File: config.mk
export PLATFORM = sky130hd
export DESIGN_NAME = mem_lsu
export DESIGN_NICKNAME = d
export VERILOG_FILES = /design/src/rtl/mem_lsu_pkg.sv /design/src/rtl/mem_lsu_align.sv /design/src/rtl/mem_lsu.sv
export SDC_FILE = /design/constraint.sdc
export NUM_CORES = 1
export LEC_CHECK = 0
export ABC_AREA = 1
export BUFFER_PORTS_ARGS = -buffer_cell sky130_fd_sc_hd__buf_4
export CAP_MARGIN = 20
export CORE_AREA = 2 2 131 133
export DETAILED_ROUTE_END_ITERATION = 10
export DIE_AREA = 0 0 133 135
export PLACE_DENSITY = 0.74
export SYNTH_ARGS = -nofsm -noshare
export SYNTH_HDL_FRONTEND = slang
export SYNTH_SLANG_ARGS = --single-unit
File: constraint.sdc
create_clock -name clk -period 4.5 [get_ports clk]
set_input_delay 1.125 -clock clk [delete_from_list [all_inputs] [get_ports clk]]
set_output_delay 1.125 -clock clk [all_outputs]
set_load 0.005 [all_outputs]
File: src/rtl/mem_lsu_pkg.sv
// Shared encodings for the memory-access stage: load/store op codes, FSM states, word constants.
// Op-class helpers keep the top and the lane-alignment logic in agreement.
package mem_lsu_pkg;

  localparam logic [3:0] MEM_NOP = 4'd0;
  localparam logic [3:0] MEM_LB  = 4'd1;
  localparam logic [3:0] MEM_LBU = 4'd2;
  localparam logic [3:0] MEM_LH  = 4'd3;
  localparam logic [3:0] MEM_LHU = 4'd4;
  localparam logic [3:0] MEM_LW  = 4'd5;
  localparam logic [3:0] MEM_SB  = 4'd6;
  localparam logic [3:0] MEM_SH  = 4'd7;
  localparam logic [3:0] MEM_SW  = 4'd8;

  localparam logic [31:0] ZERO_WORD = 32'h0000_0000;

  typedef enum logic {
    S_IDLE = 1'b0,
    S_WAIT = 1'b1
  } lsu_state_e;

  function automatic logic mem_is_load(input logic [3:0] op);
    return op inside {MEM_LB, MEM_LBU, MEM_LH, MEM_LHU, MEM_LW};
  endfunction

  function automatic logic mem_is_store(input logic [3:0] op);
    return op inside {MEM_SB, MEM_SH, MEM_SW};
  endfunction

endpackage

File: src/rtl/mem_lsu_align.sv
// Combinational lane logic: big-endian byte enables, replicated store data, extended load data, misalign flag.
// Zero latency; no flow control of its own.
module lsu_align
  import mem_lsu_pkg::*;
(
  input  logic [3:0]  memop_i,
  input  logic [1:0]  addr_lo_i,
  input  logic [31:0] st_data_i,
  input  logic [31:0] ld_data_i,
  output logic        is_mem_o,
  output logic        is_load_o,
  output logic        misalign_o,
  output logic [3:0]  sel_o,
  output logic [31:0] st_data_o,
  output logic [31:0] ld_data_o
);

  logic [7:0]  ld_byte;
  logic [15:0] ld_half;

  always_comb begin
    ld_byte    = ld_data_i[7:0];
    ld_half    = addr_lo_i[1] ? ld_data_i[15:0] : ld_data_i[31:16];
    is_load_o  = mem_is_load(memop_i);
    is_mem_o   = mem_is_load(memop_i) | mem_is_store(memop_i);
    misalign_o = 1'b0;
    sel_o      = 4'b0000;
    st_data_o  = st_data_i;
    ld_data_o  = ld_data_i;

    // Byte offset 0 sits in the most significant lane.
    case (addr_lo_i)
      2'd0:    ld_byte = ld_data_i[31:24];
      2'd1:    ld_byte = ld_data_i[23:16];
      2'd2:    ld_byte = ld_data_i[15:8];
      default: ld_byte = ld_data_i[7:0];
    endcase

    case (memop_i)
      MEM_LB, MEM_LBU, MEM_SB: begin
        sel_o     = 4'b1000 >> addr_lo_i;
        st_data_o = {4{st_data_i[7:0]}};
        ld_data_o = (memop_i == MEM_LB) ? {{24{ld_byte[7]}}, ld_byte} : {24'd0, ld_byte};
      end
      MEM_LH, MEM_LHU, MEM_SH: begin
        misalign_o = addr_lo_i[0];
        sel_o      = addr_lo_i[1] ? 4'b0011 : 4'b1100;
        st_data_o  = {2{st_data_i[15:0]}};
        ld_data_o  = (memop_i == MEM_LH) ? {{16{ld_half[15]}}, ld_half} : {16'd0, ld_half};
      end
      MEM_LW, MEM_SW: begin
        misalign_o = |addr_lo_i;
        sel_o      = 4'b1111;
      end
      default: ;
    endcase
  end

endmodule

File: src/rtl/mem_lsu.sv
// EX/MEM register plus one data-bus transaction per load/store; latency 1 for non-memory ops, ack+1 for memory ops.
// Backpressure: stallreq_o holds upstream from issue until the ack (or timeout) cycle.
module mem_lsu
  import mem_lsu_pkg::*;
#(
  parameter int TIMEOUT_CYC = 0
) (
  input  logic        clk,
  input  logic        rst,
  input  logic        valid_i,
  input  logic        flush_i,
  input  logic [3:0]  memop_i,
  input  logic [31:0] mem_addr_i,
  input  logic [31:0] mem_data_i,
  input  logic [4:0]  wd_i,
  input  logic        wreg_i,
  input  logic [31:0] wdata_i,
  input  logic        bus_ack_i,
  input  logic [31:0] bus_rdata_i,
  output logic        bus_req_o,
  output logic        bus_we_o,
  output logic [31:0] bus_addr_o,
  output logic [3:0]  bus_sel_o,
  output logic [31:0] bus_wdata_o,
  output logic        stallreq_o,
  output logic        valid_o,
  output logic [4:0]  wd_o,
  output logic        wreg_o,
  output logic [31:0] wdata_o,
  output logic        excp_ale_o,
  output logic        bus_err_o
);

  localparam int CW = (TIMEOUT_CYC > 1) ? $clog2(TIMEOUT_CYC) : 1;

  lsu_state_e    state_q, state_d;
  logic [CW-1:0] cnt_q, cnt_d;
  logic          req_q, req_d;
  logic          we_q, we_d;
  logic [31:0]   addr_q, addr_d;
  logic [3:0]    sel_q, sel_d;
  logic [31:0]   bwdata_q, bwdata_d;
  logic          valid_q, valid_d;
  logic [4:0]    wd_q, wd_d;
  logic          wreg_q, wreg_d;
  logic [31:0]   wdata_q, wdata_d;
  logic          ale_q, ale_d;
  logic          err_q, err_d;
  logic [3:0]    op_q, op_d;
  logic [1:0]    lo_q, lo_d;
  logic          pwreg_q, pwreg_d;
  logic          flushed_q, flushed_d;

  logic          in_wait;
  logic          tmo_hit;
  logic [3:0]    al_op;
  logic [1:0]    al_lo;
  logic          a_is_mem, a_is_load, a_misalign;
  logic [3:0]    a_sel;
  logic [31:0]   a_st_data, a_ld_data;

  // While waiting, the aligner works on the captured op so the load result can be extended at ack.
  assign in_wait = (state_q == S_WAIT);
  assign al_op   = in_wait ? op_q : memop_i;
  assign al_lo   = in_wait ? lo_q : mem_addr_i[1:0];
  assign tmo_hit = (TIMEOUT_CYC > 0) && (cnt_q == CW'(TIMEOUT_CYC - 1));

  lsu_align u_align (
    .memop_i    (al_op),
    .addr_lo_i  (al_lo),
    .st_data_i  (mem_data_i),
    .ld_data_i  (bus_rdata_i),
    .is_mem_o   (a_is_mem),
    .is_load_o  (a_is_load),
    .misalign_o (a_misalign),
    .sel_o      (a_sel),
    .st_data_o  (a_st_data),
    .ld_data_o  (a_ld_data)
  );

  always_comb begin
    state_d    = state_q;
    cnt_d      = cnt_q;
    req_d      = req_q;
    we_d       = we_q;
    addr_d     = addr_q;
    sel_d      = sel_q;
    bwdata_d   = bwdata_q;
    valid_d    = valid_q;
    wd_d       = wd_q;
    wreg_d     = wreg_q;
    wdata_d    = wdata_q;
    ale_d      = ale_q;
    err_d      = err_q;
    op_d       = op_q;
    lo_d       = lo_q;
    pwreg_d    = pwreg_q;
    flushed_d  = flushed_q;
    stallreq_o = 1'b0;

    case (state_q)
      S_IDLE: begin
        valid_d = 1'b0;
        wreg_d  = 1'b0;
        ale_d   = 1'b0;
        err_d   = 1'b0;
        if (valid_i && !flush_i) begin
          wd_d = wd_i;
          if (!a_is_mem) begin
            valid_d = 1'b1;
            wreg_d  = wreg_i;
            wdata_d = wdata_i;
          end else if (a_misalign) begin
            valid_d = 1'b1;
            ale_d   = 1'b1;
            wdata_d = wdata_i;
          end else begin
            stallreq_o = 1'b1;
            req_d      = 1'b1;
            we_d       = mem_is_store(memop_i);
            addr_d     = {mem_addr_i[31:2], 2'b00};
            sel_d      = a_sel;
            bwdata_d   = a_st_data;
            op_d       = memop_i;
            lo_d       = mem_addr_i[1:0];
            pwreg_d    = wreg_i & a_is_load;
            flushed_d  = 1'b0;
            cnt_d      = '0;
            state_d    = S_WAIT;
          end
        end
      end
      S_WAIT: begin
        ale_d     = 1'b0;
        err_d     = 1'b0;
        flushed_d = flushed_q | flush_i;
        // Ack takes priority over a timeout landing in the same cycle.
        if (bus_ack_i) begin
          req_d   = 1'b0;
          valid_d = !flushed_d;
          wreg_d  = pwreg_q & !flushed_d;
          if (a_is_load) begin
            wdata_d = a_ld_data;
          end
          state_d = S_IDLE;
        end else if (tmo_hit) begin
          req_d   = 1'b0;
          valid_d = !flushed_d;
          wreg_d  = 1'b0;
          err_d   = 1'b1;
          state_d = S_IDLE;
        end else begin
          stallreq_o = 1'b1;
          cnt_d      = cnt_q + 1'b1;
        end
      end
      default: state_d = S_IDLE;
    endcase
  end

  always_ff @(posedge clk or negedge rst) begin
    if (!rst) begin
      state_q   <= S_IDLE;
      cnt_q     <= '0;
      req_q     <= 1'b0;
      we_q      <= 1'b0;
      addr_q    <= ZERO_WORD;
      sel_q     <= 4'b0000;
      bwdata_q  <= ZERO_WORD;
      valid_q   <= 1'b0;
      wd_q      <= 5'd0;
      wreg_q    <= 1'b0;
      wdata_q   <= ZERO_WORD;
      ale_q     <= 1'b0;
      err_q     <= 1'b0;
      op_q      <= MEM_NOP;
      lo_q      <= 2'b00;
      pwreg_q   <= 1'b0;
      flushed_q <= 1'b0;
    end else begin
      state_q   <= state_d;
      cnt_q     <= cnt_d;
      req_q     <= req_d;
      we_q      <= we_d;
      addr_q    <= addr_d;
      sel_q     <= sel_d;
      bwdata_q  <= bwdata_d;
      valid_q   <= valid_d;
      wd_q      <= wd_d;
      wreg_q    <= wreg_d;
      wdata_q   <= wdata_d;
      ale_q     <= ale_d;
      err_q     <= err_d;
      op_q      <= op_d;
      lo_q      <= lo_d;
      pwreg_q   <= pwreg_d;
      flushed_q <= flushed_d;
    end
  end

  assign bus_req_o   = req_q;
  assign bus_we_o    = we_q;
  assign bus_addr_o  = addr_q;
  assign bus_sel_o   = sel_q;
  assign bus_wdata_o = bwdata_q;
  assign valid_o     = valid_q;
  assign wd_o        = wd_q;
  assign wreg_o      = wreg_q;
  assign wdata_o     = wdata_q;
  assign excp_ale_o  = ale_q;
  assign bus_err_o   = err_q;

endmodule

# [Word level (Yosys, flattened, before mapping)]
# Cells that the tools add are included.
[totals] wordCells=100 out_inout_bits=112 reg_bits=117 input_bits=143
[op_classes] eq_ne=19 shifts=1 bitwise=6 mux=43 reduce_logical=16
[op_table] operator="2-to-1 mux 32 bit" count=7
[op_table] operator="one-hot mux 32 bit (2 select lines)" count=3
[op_table] operator="equality test 4 x 3 -> 1 bit, second input constant" count=6
[op_table] operator="one-hot mux 8 bit (3 select lines)" count=1
[op_table] operator="2-to-1 mux 1 bit" count=20
[op_table] operator="2-to-1 mux 16 bit" count=1
[op_table] operator="one-hot mux 1 bit (2 select lines)" count=7
[op_table] operator="one-hot mux 4 bit (3 select lines)" count=1
[op_table] operator="AND reduction 4 bit" count=3
[op_table] operator="equality test 4 x 2 -> 1 bit, second input constant" count=2
[op_table] operator="equality test 4 bit, second input constant" count=2
[op_table] operator="2-to-1 mux 4 bit" count=2
[op_table] operator="!= test 2 bit, second input constant" count=4
[op_table] operator="nonzero test 3 bit" count=2
[op_table] operator="OR reduction 3 bit" count=2
[op_table] operator="nonzero test 5 bit" count=1
[op_table] operator="equality test 4 x 1 -> 1 bit, second input constant" count=1
[op_table] operator="OR reduction 2 bit" count=2
[op_table] operator="right shift 4 x 2 -> 4 bit, first input constant" count=1
[op_table] operator="!= test 3 bit, second input constant" count=1
[op_table] operator="AND reduction 3 bit" count=1
[op_table] operator="AND 1 bit" count=2
[op_table] operator="equality test 2 x 1 -> 1 bit, second input constant" count=1
[op_table] operator="equality test 2 bit, second input constant" count=1
[op_table] operator="other kinds (8)" count=11

# [Logic depth before layout (Yosys ltp)]
# Gate-level depths: netlist of the first run.
[logic_depth] depth_word=8 depth_mapped=17 ltp_nobuf=14

# [Modules after synthesis]
# From an unflattened synthesis of the first run, not the netlist that was laid out.
[hier_totals] cells_unflattened=964 area_unflattened_um2=6741.5
[by_module_without_submodules] mod="mem_lsu" n_inst=1 seq_area_each_um2=2927.8 area_each_um2=5132.4 cells_each=639
[by_module_without_submodules] mod="lsu_align" n_inst=1 seq_area_each_um2=0.0 area_each_um2=1609.0 cells_each=325

# [Worst setup path after synthesis of the first run]
# No wires, ideal clock.
[synth_timing] path_type="in2out" start="input memop_i[1]" end="output stallreq_o" slack_ns=1.145 path_buffers=2 t_arrival_ns=2.230 path_stages=11 t_required_ns=3.375 path_cell_list="nand2_1 > nand2_2 > nor2_2 > nand3_1 > nand2_1 > nand2_2 > nor2_4 > inv_2 > buf_6 > buf_6 > nand2_1"
[synth_via] elab_chain_len=8 elab_cells_between_ends=19 classes_between="eq/ne (8); mux (6); bitwise (1); reduce/logical (4)"
[synth_lines] element="start: declaration" line="mem_lsu.sv:12" text="input logic [3:0] memop_i,"
[synth_lines] element="2-to-1 mux 4 bit (*)" line="mem_lsu.sv:64" text="assign al_op = in_wait ? op_q : memop_i;"
[synth_lines] element="equality test 4 x 3 -> 1 bit, or another cell as far along" line="mem_lsu_pkg.sv:27, mem_lsu_align.sv:39"
[synth_lines] element="OR reduction 3 bit / OR reduction 2 bit (equally long branches)" line="mem_lsu_align.sv:39" text="case (memop_i)"
[synth_lines] element="one-hot mux 1 bit (2 select lines)" line="mem_lsu_align.sv:39"
[synth_lines] element="2-to-1 mux 1 bit" line="mem_lsu.sv:113" text="end else if (a_misalign) begin"
[synth_lines] element="2-to-1 mux 1 bit (*)" line="mem_lsu.sv:109" text="if (!a_is_mem) begin"
[synth_lines] element="2-to-1 mux 1 bit (*)" line="mem_lsu.sv:107" text="if (valid_i && !flush_i) begin"
[synth_lines] element="one-hot mux 1 bit (2 select lines) (*)" line="mem_lsu.sv:101" text="case (state_q)"
[synth_lines] element="end: declaration" line="mem_lsu.sv:25" text="output logic stallreq_o,"
# Every way passes the cells marked *; elsewhere a longest branch is shown, timed or not.

# [Worst setup path in the final report of the first run]
[layout_timing] start="register state_q, in the netlist in_wait" end="output stallreq_o"
[layout_via] elab_chain_len=8 elab_cells_between_ends=22 classes_between="eq/ne (8); mux (7); bitwise (2); reduce/logical (5)"
[layout_lines] element="start: declaration" line="mem_lsu.sv:36" text="lsu_state_e state_q, state_d;"
[layout_lines] element="start signal: assignment" line="mem_lsu.sv:181" text="state_q <= state_d;"
[layout_lines] element="2-to-1 mux 4 bit" line="mem_lsu.sv:64"
[layout_lines] element="equality test 4 x 3 -> 1 bit, or another cell as far along" line="mem_lsu_pkg.sv:27, mem_lsu_align.sv:39"
[layout_lines] element="OR reduction 3 bit / OR reduction 2 bit (equally long branches)" line="mem_lsu_align.sv:39"
[layout_lines] element="one-hot mux 1 bit (2 select lines)" line="mem_lsu_align.sv:39"
[layout_lines] element="2-to-1 mux 1 bit" line="mem_lsu.sv:113"
[layout_lines] element="2-to-1 mux 1 bit" line="mem_lsu.sv:109"
[layout_lines] element="2-to-1 mux 1 bit" line="mem_lsu.sv:107"
[layout_lines] element="one-hot mux 1 bit (2 select lines) (*)" line="mem_lsu.sv:101"
# Marked as above.

==> impl_metrics.env, run 1 <==
export IMPL_drive_gt1_share_pct=27.9
export IMPL_timing_rr_start="in_wait$_DFF_PN0_"
export IMPL_synth_edf_count=0
export IMPL_min_period_ns=3.85
export IMPL_worstPathArrival_ns=2.73
export IMPL_drt_total_wl_mm=19.5
export IMPL_finalCritPeriodShare_pct=85.6
export IMPL_clock_fmax_ghz=0.259
export IMPL_hp_start="bus_addr_o[12]$_DFFE_PN0P_"
export IMPL_finalPower_w=0.00548
export IMPL_insertedDiodeCount=0
export IMPL_swShare_pct=39.1
export IMPL_yosysMostFrequentCell="nand2_1"
export IMPL_reg2reg_depth=13
export IMPL_ios=255
export IMPL_drc=0
export IMPL_core_sq_um=16400
export IMPL_grt_pass1_vias=6024
export IMPL_p_leak_nw=4.90
export IMPL_drtIter0Drc=434
export IMPL_finalHoldViolations=0
export IMPL_hold_depth=2
export IMPL_wl_per_cell_um=14.0
export IMPL_yosysTopAreaCell="dfrtp_1"
export IMPL_ctsResizeCount=0
export IMPL_h_tree_depth=4
export IMPL_gp_congestion=0.887
export IMPL_clk_insertion_delay_late_ns=0.41
export IMPL_max_stage_delay_ns=0.61
export IMPL_tightest_slew_ns=1.04
export IMPL_cp_max_fo=33
export IMPL_dieArea_sq_um=18000
export IMPL_status="finished, final reports clean"
export IMPL_cts_setup_buffers=0
export IMPL_r2r_setup_slack_ns=1.40
export IMPL_crit_required_ns=3.38
export IMPL_synthFlopType="dfrtp_1"
export IMPL_final_setup_skew_ns=0.00868
export IMPL_min_to="bus_addr_o[12]$_DFFE_PN0P_"
export IMPL_dr_pass1_iters=5
export IMPL_placed_cells=1357
export IMPL_clkSinkCount=117
export IMPL_rows=47
export IMPL_critPathMostFrequentCell="nand2_2"
export IMPL_ys_ff_latch=117
export IMPL_cts_buffers=17
export IMPL_synth_commonest_cells="481 x nand2_1, 117 x dfrtp_1, 76 x nand3_1"
export IMPL_setup_worst_path_end_class="primary output"
export IMPL_finish_utilization_pct=54.3
export IMPL_setup_viol=0
export IMPL_ant_nets=0
export IMPL_cts_tree="built"
export IMPL_path_class="flop to primary output"
export IMPL_rsz0062_at_grt="false"
export IMPL_ys_types=31
export IMPL_grt_pass1_wl_mm=30.9
export IMPL_clock_path_buffers=2
export IMPL_viasPerCell=4.74
export IMPL_r2r_end="wdata_o[28]$_DFFE_PN0P_"
export IMPL_power_switching_w=0.00214
export IMPL_nets=1299
export IMPL_hpwl_mm=14.1
export IMPL_cp_slowest_cell="o21ai_4"
export IMPL_p_per_area_nw_per_um2=615
export IMPL_ys_warnings_count=0
export IMPL_tns_ns=0
export IMPL_maxCapViolations=0
export IMPL_cts_root_buf="clkbuf_16"
export IMPL_final_cells=1389
export IMPL_die_x_um=133
export IMPL_post_synth_cell_area_avg_sq_um=6.99
export IMPL_power_frac_clock_pct=22.3
export IMPL_overflow=0
export IMPL_timing_slew_headroom_pct=30.5
export IMPL_grt_antenna_before_repair=0
export IMPL_path_clk_slew_ns=0.06
export IMPL_report_final_slew_viol_count=0
export IMPL_hold_slack_ns=0.469
export IMPL_portBuffers=251
export IMPL_grt_max_degree=76
export IMPL_path_cells="inv_4 -> nand2_1 -> nand2_2 -> nand2_2 -> o21ai_4 -> nand2_2 -> nand2_2 -> nor2_4 -> inv_2 -> nand2_1 -> buf_4"
export IMPL_yosys_area_top_type_share_pct=45.0
export IMPL_ys_seq_area_share_pct=45.0
export IMPL_die_h_um=135
export IMPL_synth_area_sq_um=6500
export IMPL_p_comb_share_pct=44.9
export IMPL_hold_buffers=0
export IMPL_vdd_drop_max_mv=0.252
export IMPL_syn_inst=930
export IMPL_worst_setup_path_start_kind="flop"
export IMPL_grt_total_usage_pct=21.7
export IMPL_dr_total_vias=6578
export IMPL_start_util_pct=39.6
export IMPL_p_int_w=0.00334
export IMPL_fillers=1585
export IMPL_synthArstFlopShare_pct=100
export IMPL_synth_area_leaders="dfrtp_1 45%, nand2_1 28%, nand3_1 5.9%"
export IMPL_synthToLayoutAreaGrowth_pct=37.0
export IMPL_p_seq_share_pct=32.7
export IMPL_hold_path_class="flop to flop"
## per-layer routing
layer / vias to the layer above / wire (um) / GRT usage, %
li1: 3373 / - / -
met2: 235 / 9110 / 33.9
met5: - / 0 / 0
met3: 33 / 1220 / 4.80
met1: 2937 / 8630 / 28.7
met4: 0 / 511 / 10.1
## cells in the final DEF (no fill, tap or decap), drive strengths merged
cell type,n
clkinv,6
o21bai,1
clkbuf,18
nand3b,1
o21ai,30
nor2,78
clkinvlp,5
inv,27
nand2,500
a31oi,11
nand4,10
buf,259
conb,3
nand3,77
a21oi,23
nor3,2
dfrtp,117
or2,1
## power by group through the flow
stage          Clock, W  Sequential [W]  Combinational [W]
6_report        0.00122         0.00180            0.00246
5_1_grt         0.00129         0.00186            0.00278
4_1_cts         0.00125         0.00180            0.00249
3_5_place_dp          0         0.00180            0.00248
3_3_place_gp          0         0.00180            0.00244
2_1_floorplan         0         0.00182            0.00140
## cell families (layout without fill, tap and decap cells)
family,after synthesis,count (layout),share of synthesized area [%]
AND/OR/NAND/NOR,669,669,42.5
flip-flops,117,117,45.0
buffers and inverters,78,315,6.91
AO/OA/AOI/OAI,65,65,5.49
other,1,3,0.0577
## how the worst max path moves through the flow
stage | start | to | slack [ns]
5_1_grt | in_wait$_DFF_PN0_ | stallreq_o | 0.40
3_3_place_gp | memop_i[1] | stallreq_o | 0.76
3_5_place_dp | memop_i[1] | stallreq_o | 0.71
2_1_floorplan | memop_i[1] | stallreq_o | 1.14
6_report | in_wait$_DFF_PN0_ | stallreq_o | 0.65
4_1_cts | in_wait$_DFF_PN0_ | stallreq_o | 0.61
## critical path: cells and delay by family (launching register included)
| family | cells | cell delay (ns) |
|---|---|---|
| AND/OR/NAND/NOR | 7 | 0.68 |
| AO/OA/AOI/OAI | 1 | 0.61 |
| flip-flops | 1 | 0.51 |
| buffers and inverters | 3 | 0.49 |
## sequential cells by signal (all words and copies together), names as in the netlist, 2 cells and up
register and flops:
bus_addr_o 30, bus_sel_o 4, bus_wdata_o 32, lo_q 2, op_q 4, wd_o 5
wdata_o 32
## per-stage QoR
stage          instance area [sq um]  setup slack [ns]
2_1_floorplan                   6510              1.14
3_3_place_gp                    8370             0.756
3_5_place_dp                    8370             0.710
4_1_cts                         8910             0.611
5_1_grt                         8910             0.405
6_report                        8910             0.646
## area by class of cell
type                    count  area [sq um]  share of cell area (%)
multi-input cells         737          3130                    35.2
repair buffers            259          1940                    21.8
well taps                 220           275                    3.09
clock buffers              18           429                    4.82
clock inverters            14           105                    1.18
flip-flops and latches    117          2930                    32.9
inverters                  24          93.8                    1.05
(Power assumes the default switching activity.)
==> inputs of run 2 (changes only) <==
- CTS_BUF_LIST: unset -> sky130_fd_sc_hd__clkbuf_8
==> impl_metrics.env, run 2 (synthesis results as in run 1) <==
export IMPL_rsz0062_at_grt="false"
export IMPL_hpwl_mm=14.1
export IMPL_finish_utilization_pct=53.1
export IMPL_p_seq_share_pct=35.1
export IMPL_dieArea_sq_um=18000
export IMPL_drt_total_wl_mm=19.4
export IMPL_clkSinkCount=117
export IMPL_final_cell_mix="481 x nand2_1, 259 x buf_4, 116 x dfrtp_1, 76 x nand3_1, 71 x nor2_1"
export IMPL_gp_congestion=0.887
export IMPL_overflow=0
export IMPL_path_class="flop to primary output"
export IMPL_grt_max_degree=76
export IMPL_clock_fmax_ghz=0.257
export IMPL_start_util_pct=39.6
export IMPL_setup_ws_ns=0.612
export IMPL_p_int_w=0.00301
export IMPL_path_cells="inv_4 -> nand2_1 -> nand2_2 -> nand2_2 -> o21ai_4 -> nand2_2 -> nand2_2 -> nor2_4 -> inv_2 -> nand2_1 -> buf_4"
export IMPL_dr_pass1_iters=5
export IMPL_cts_root_buf="clkbuf_8"
export IMPL_wl_per_cell_um=13.9
export IMPL_rows=47
export IMPL_hold_buffers=0
export IMPL_timing_slew_headroom_pct=30.9
export IMPL_drc=0
export IMPL_grt_antenna_before_repair=0
export IMPL_drive_gt1_share_pct=27.9
export IMPL_setup_viol=0
export IMPL_layout_commonest_cell="nand2_1"
export IMPL_viasPerCell=4.72
export IMPL_p_per_area_nw_per_um2=586
export IMPL_ctsResizeCount=0
export IMPL_cts_buffers=17
export IMPL_drtIter0Drc=394
export IMPL_insertedDiodeCount=0
export IMPL_grt_total_usage_pct=21.5
export IMPL_vdd_drop_max_mv=0.255
export IMPL_final_cells=1389
export IMPL_power_frac_clock_pct=16.6
export IMPL_maxCapViolations=0
export IMPL_hold_depth=2
export IMPL_core_sq_um=16400
export IMPL_p_comb_share_pct=48.3
export IMPL_status="finished, final reports clean"
export IMPL_cp_max_fo=33
export IMPL_h_tree_depth=4
export IMPL_synthToLayoutAreaGrowth_pct=34.1
export IMPL_die_x_um=133
export IMPL_grt_pass1_vias=5981
export IMPL_placed_cells=1357
export IMPL_crit_required_ns=3.38
export IMPL_die_h_um=135
export IMPL_clk_insertion_delay_late_ns=0.44
export IMPL_max_stage_delay_ns=0.61
export IMPL_cp_slowest_cell="o21ai_4"
export IMPL_final_setup_skew_ns=0.0123
export IMPL_swShare_pct=41.0
export IMPL_power_switching_w=0.00209
export IMPL_dp_slack_ns=0.710
export IMPL_p_leak_nw=4.81
export IMPL_setup_worst_path_end_class="primary output"
export IMPL_reg2reg_depth=13
export IMPL_tns_ns=0
export IMPL_nets=1299
export IMPL_finalHoldViolations=0
export IMPL_finalCritPeriodShare_pct=86.4
export IMPL_tightest_slew_ns=1.03
export IMPL_ant_nets=0
export IMPL_worstPathArrival_ns=2.76
export IMPL_report_final_slew_viol_count=0
export IMPL_ios=255
export IMPL_hold_path_class="flop to flop"
export IMPL_dr_total_vias=6550
export IMPL_worst_setup_path_start_kind="flop"
export IMPL_critPathMostFrequentCell="nand2_2"
export IMPL_path_clk_slew_ns=0.08
export IMPL_grt_pass1_wl_mm=30.7
export IMPL_cts_tree="built"
export IMPL_clock_path_buffers=2
export IMPL_cts_setup_buffers=0
export IMPL_portBuffers=251
export IMPL_min_period_ns=3.89
run 2: per-layer routing:
metal	vias up	GRT usage (%)	wire length (um)	part of all wire, %
met2	226	33.7	9060	47
met5	-	0	0	0
met1	2928	28.3	8480	44
li1	3365	-	-	-
met4	0	9.80	523	2.7
met3	31	5.33	1290	6.7
run 2: layout make-up:
type | instances | area [sq um]
sequential | 117 | 2930
multi-input combinational | 737 | 3130
tap | 220 | 275
timing repair buffer | 259 | 1940
fill | 1621 | 7690
clock inverter | 15 | 109
clock buffer | 17 | 234
inverter | 24 | 93.8
run 2: critical path: cells and delay by family, from the launching register on:
family	cells	cell delay, ns
DFF	1	0.51
and+or+nand+nor	7	0.69
buffers and inverters	3	0.49
AOI/OAI and AO/OA	1	0.61
run 2: through the flow:
step	total power (W)	instance area (sq um)	hold WS (ns)
floorplan	0.00322	6510	0.449
detailed placement	0.00429	8370	0.460
finish	0.00510	8720	0.473
CTS	0.00516	8720	0.478
global route	0.00555	8720	0.495
global placement	0.00424	8370	0.457
run 2: path summary, 6_finish.rpt:
| path | startpoint | end | slack, ns |
|---|---|---|---|
| min | bus_addr_o[12]$_DFFE_PN0P_ | bus_addr_o[12]$_DFFE_PN0P_ | 0.47 |
| min reg2reg | bus_addr_o[12]$_DFFE_PN0P_ | bus_addr_o[12]$_DFFE_PN0P_ | 0.47 |
| max | in_wait$_DFF_PN0_ | stallreq_o | 0.61 |
| max in group asynchronous | rst | wdata_o[19]$_DFFE_PN0P_ | 2.80 |
| max reg2reg | in_wait$_DFF_PN0_ | wdata_o[28]$_DFFE_PN0P_ | 1.39 |
| min in group asynchronous | rst | bus_wdata_o[14]$_DFFE_PN0P_ | 0.78 |
run 2: power groups by stage:
stage | logic (W) | clock network, W | registers, W
global placement | 0.00244 | 0 | 0.00180
global route | 0.00278 | 0.000923 | 0.00185
floorplan | 0.00140 | 0 | 0.00182
finish | 0.00246 | 0.000849 | 0.00179
CTS | 0.00249 | 0.000880 | 0.00179
detailed placement | 0.00248 | 0 | 0.00180
==> inputs of run 3 (changes only) <==
- PLACE_DENSITY: 0.74 -> 0.76
- clock period: 4.5 -> 3.5 ns (I/O delays scaled with it)
==> impl_metrics.env, run 3 (synthesis results as in run 1) <==
export IMPL_hold_depth=2
export IMPL_worstPathArrival_ns=2.36
export IMPL_setup_worst_path_end_class="primary output"
export IMPL_grt_total_usage_pct=22.2
export IMPL_drc=0
export IMPL_timing_slew_headroom_pct=48.5
export IMPL_h_tree_depth=4
export IMPL_tightest_slew_ns=0.773
export IMPL_hpwl_mm=14.2
export IMPL_ant_nets=0
export IMPL_clock_fmax_ghz=0.309
export IMPL_r2r_setup_slack_ns=0.58
export IMPL_crit_required_ns=2.62
export IMPL_clk_insertion_delay_late_ns=0.44
export IMPL_rows=47
export IMPL_hold_buffers=0
export IMPL_finalCritPeriodShare_pct=92.5
export IMPL_p_leak_nw=4.87
export IMPL_ios=255
export IMPL_min_to="bus_addr_o[15]$_DFFE_PN0P_"
export IMPL_dr_total_vias=6734
export IMPL_wl_per_cell_um=14.4
export IMPL_reg2reg_depth=14
export IMPL_min_period_ns=3.24
export IMPL_viasPerCell=4.84
export IMPL_final_setup_skew_ns=0.0135
export IMPL_layout_commonest_cell="nand2_1"
export IMPL_portBuffers=251
export IMPL_dieArea_sq_um=18000
export IMPL_finalHoldViolations=0
export IMPL_start_util_pct=39.6
export IMPL_final_cell_mix="481 x nand2_1, 261 x buf_4, 116 x dfrtp_1, 76 x nand3_1, 71 x nor2_1"
export IMPL_core_sq_um=16400
export IMPL_setup_viol=0
export IMPL_cts_root_buf="clkbuf_8"
export IMPL_crit_family="simple AND/OR/NAND/NOR gates"
export IMPL_overflow=0
export IMPL_insertedDiodeCount=0
export IMPL_grt_pass1_vias=6204
export IMPL_status="finished, final reports clean"
export IMPL_worst_setup_path_start_kind="flop"
export IMPL_hold_path_class="flop to flop"
export IMPL_vdd_drop_max_mv=0.407
export IMPL_report_final_slew_viol_count=0
export IMPL_cp_slowest_cell="dfrtp_2"
export IMPL_tns_ns=0
export IMPL_critPathMostFrequentCell="nand2_1"
export IMPL_grt_pass1_wl_mm=31.9
export IMPL_p_per_area_nw_per_um2=771
export IMPL_die_h_um=135
export IMPL_max_stage_delay_ns=0.52
export IMPL_nets=1302
export IMPL_path_class="flop to primary output"
export IMPL_path_clk_slew_ns=0.08
export IMPL_timing_rr_start="in_wait$_DFF_PN0_"
export IMPL_rsz0062_at_grt="false"
export IMPL_cts_tree="built"
export IMPL_die_x_um=133
export IMPL_ctsResizeCount=0
export IMPL_drtIter0Drc=455
export IMPL_cts_buffers=17
export IMPL_maxCapViolations=0
export IMPL_hold_slack_ns=0.471
export IMPL_crit_buf_inv=3
export IMPL_gp_congestion=0.893
export IMPL_path_cells="inv_4 -> nand2_1 -> nand2_2 -> nor2_2 -> nand3_1 -> nand2_1 -> nand2_1 -> nand2_2 -> nor2_4 -> inv_2 -> nand2_1 -> buf_4"
export IMPL_drt_total_wl_mm=20.0
export IMPL_synthToLayoutAreaGrowth_pct=35.5
export IMPL_clkSinkCount=117
export IMPL_cts_setup_buffers=0
export IMPL_drive_gt1_share_pct=28.1
export IMPL_grt_antenna_before_repair=0
export IMPL_grt_max_degree=118
export IMPL_hp_start="bus_addr_o[15]$_DFFE_PN0P_"
export IMPL_dr_pass1_iters=5
export IMPL_startpoint="in_wait$_DFF_PN0_"
export IMPL_cp_max_fo=33
export IMPL_clock_path_buffers=2
export IMPL_r2r_end="wdata_o[27]$_DFFE_PN0P_"
run 3: area by class of cell:
type | instances | area [sq um]
timing repair buffer | 262 | 1980
tap | 220 | 275
clock inverter | 14 | 153
inverter | 24 | 93.8
clock buffer | 18 | 248
sequential | 117 | 2930
multi-input combinational | 737 | 3130
fill | 1610 | 7600
run 3: layer usage:
metal / global-route usage, % / share of wire, %
met5: 0 / 0
met4: 9.80 / 2.9
met2: 34.8 / 47
met3: 5.14 / 6.7
met1: 29.5 / 43
run 3: worst min-delay path, delay by kind of cell (launching register included):
family           cells  cell delay, ns
AND/OR/NAND/NOR      2            0.10
flip-flops           1            0.34
run 3: power by group:
| group | total [W] | internal (W) | leakage, nW | switching [W] |
|---|---|---|---|---|
| registers | 0.00232 | 0.00197 | 1.45 | 0.000351 |
| logic | 0.00321 | 0.00143 | 3.22 | 0.00178 |
| clock network | 0.00126 | 0.000657 | 0.197 | 0.000604 |
run 3: worst max-delay path by stage:
stage | end | slack, ns | depth (start not counted)
after floorplan | stallreq_o | 0.64 | 11
after global placement | wdata_o[8]$_DFFE_PN0P_ | 0.56 | 14
after detailed placement | wdata_o[27]$_DFFE_PN0P_ | 0.45 | 14
after CTS | stallreq_o | 0.23 | 12
after global routing | stallreq_o | 0.03 | 12
final | stallreq_o | 0.26 | 12
run 3: metrics by stage:
step	power (W)	utilization, %	setup WS, ns	instance area [sq um]	std cells
final	0.00679	53.7	0.262	8810	1392
after global routing	0.00737	53.7	0.0259	8810	1392
after CTS	0.00686	53.7	0.228	8810	1392
after detailed placement	0.00557	51.3	0.451	8410	1360
after global placement	0.00550	51.3	0.563	8410	1360
after floorplan	0.00414	-	0.645	6510	932
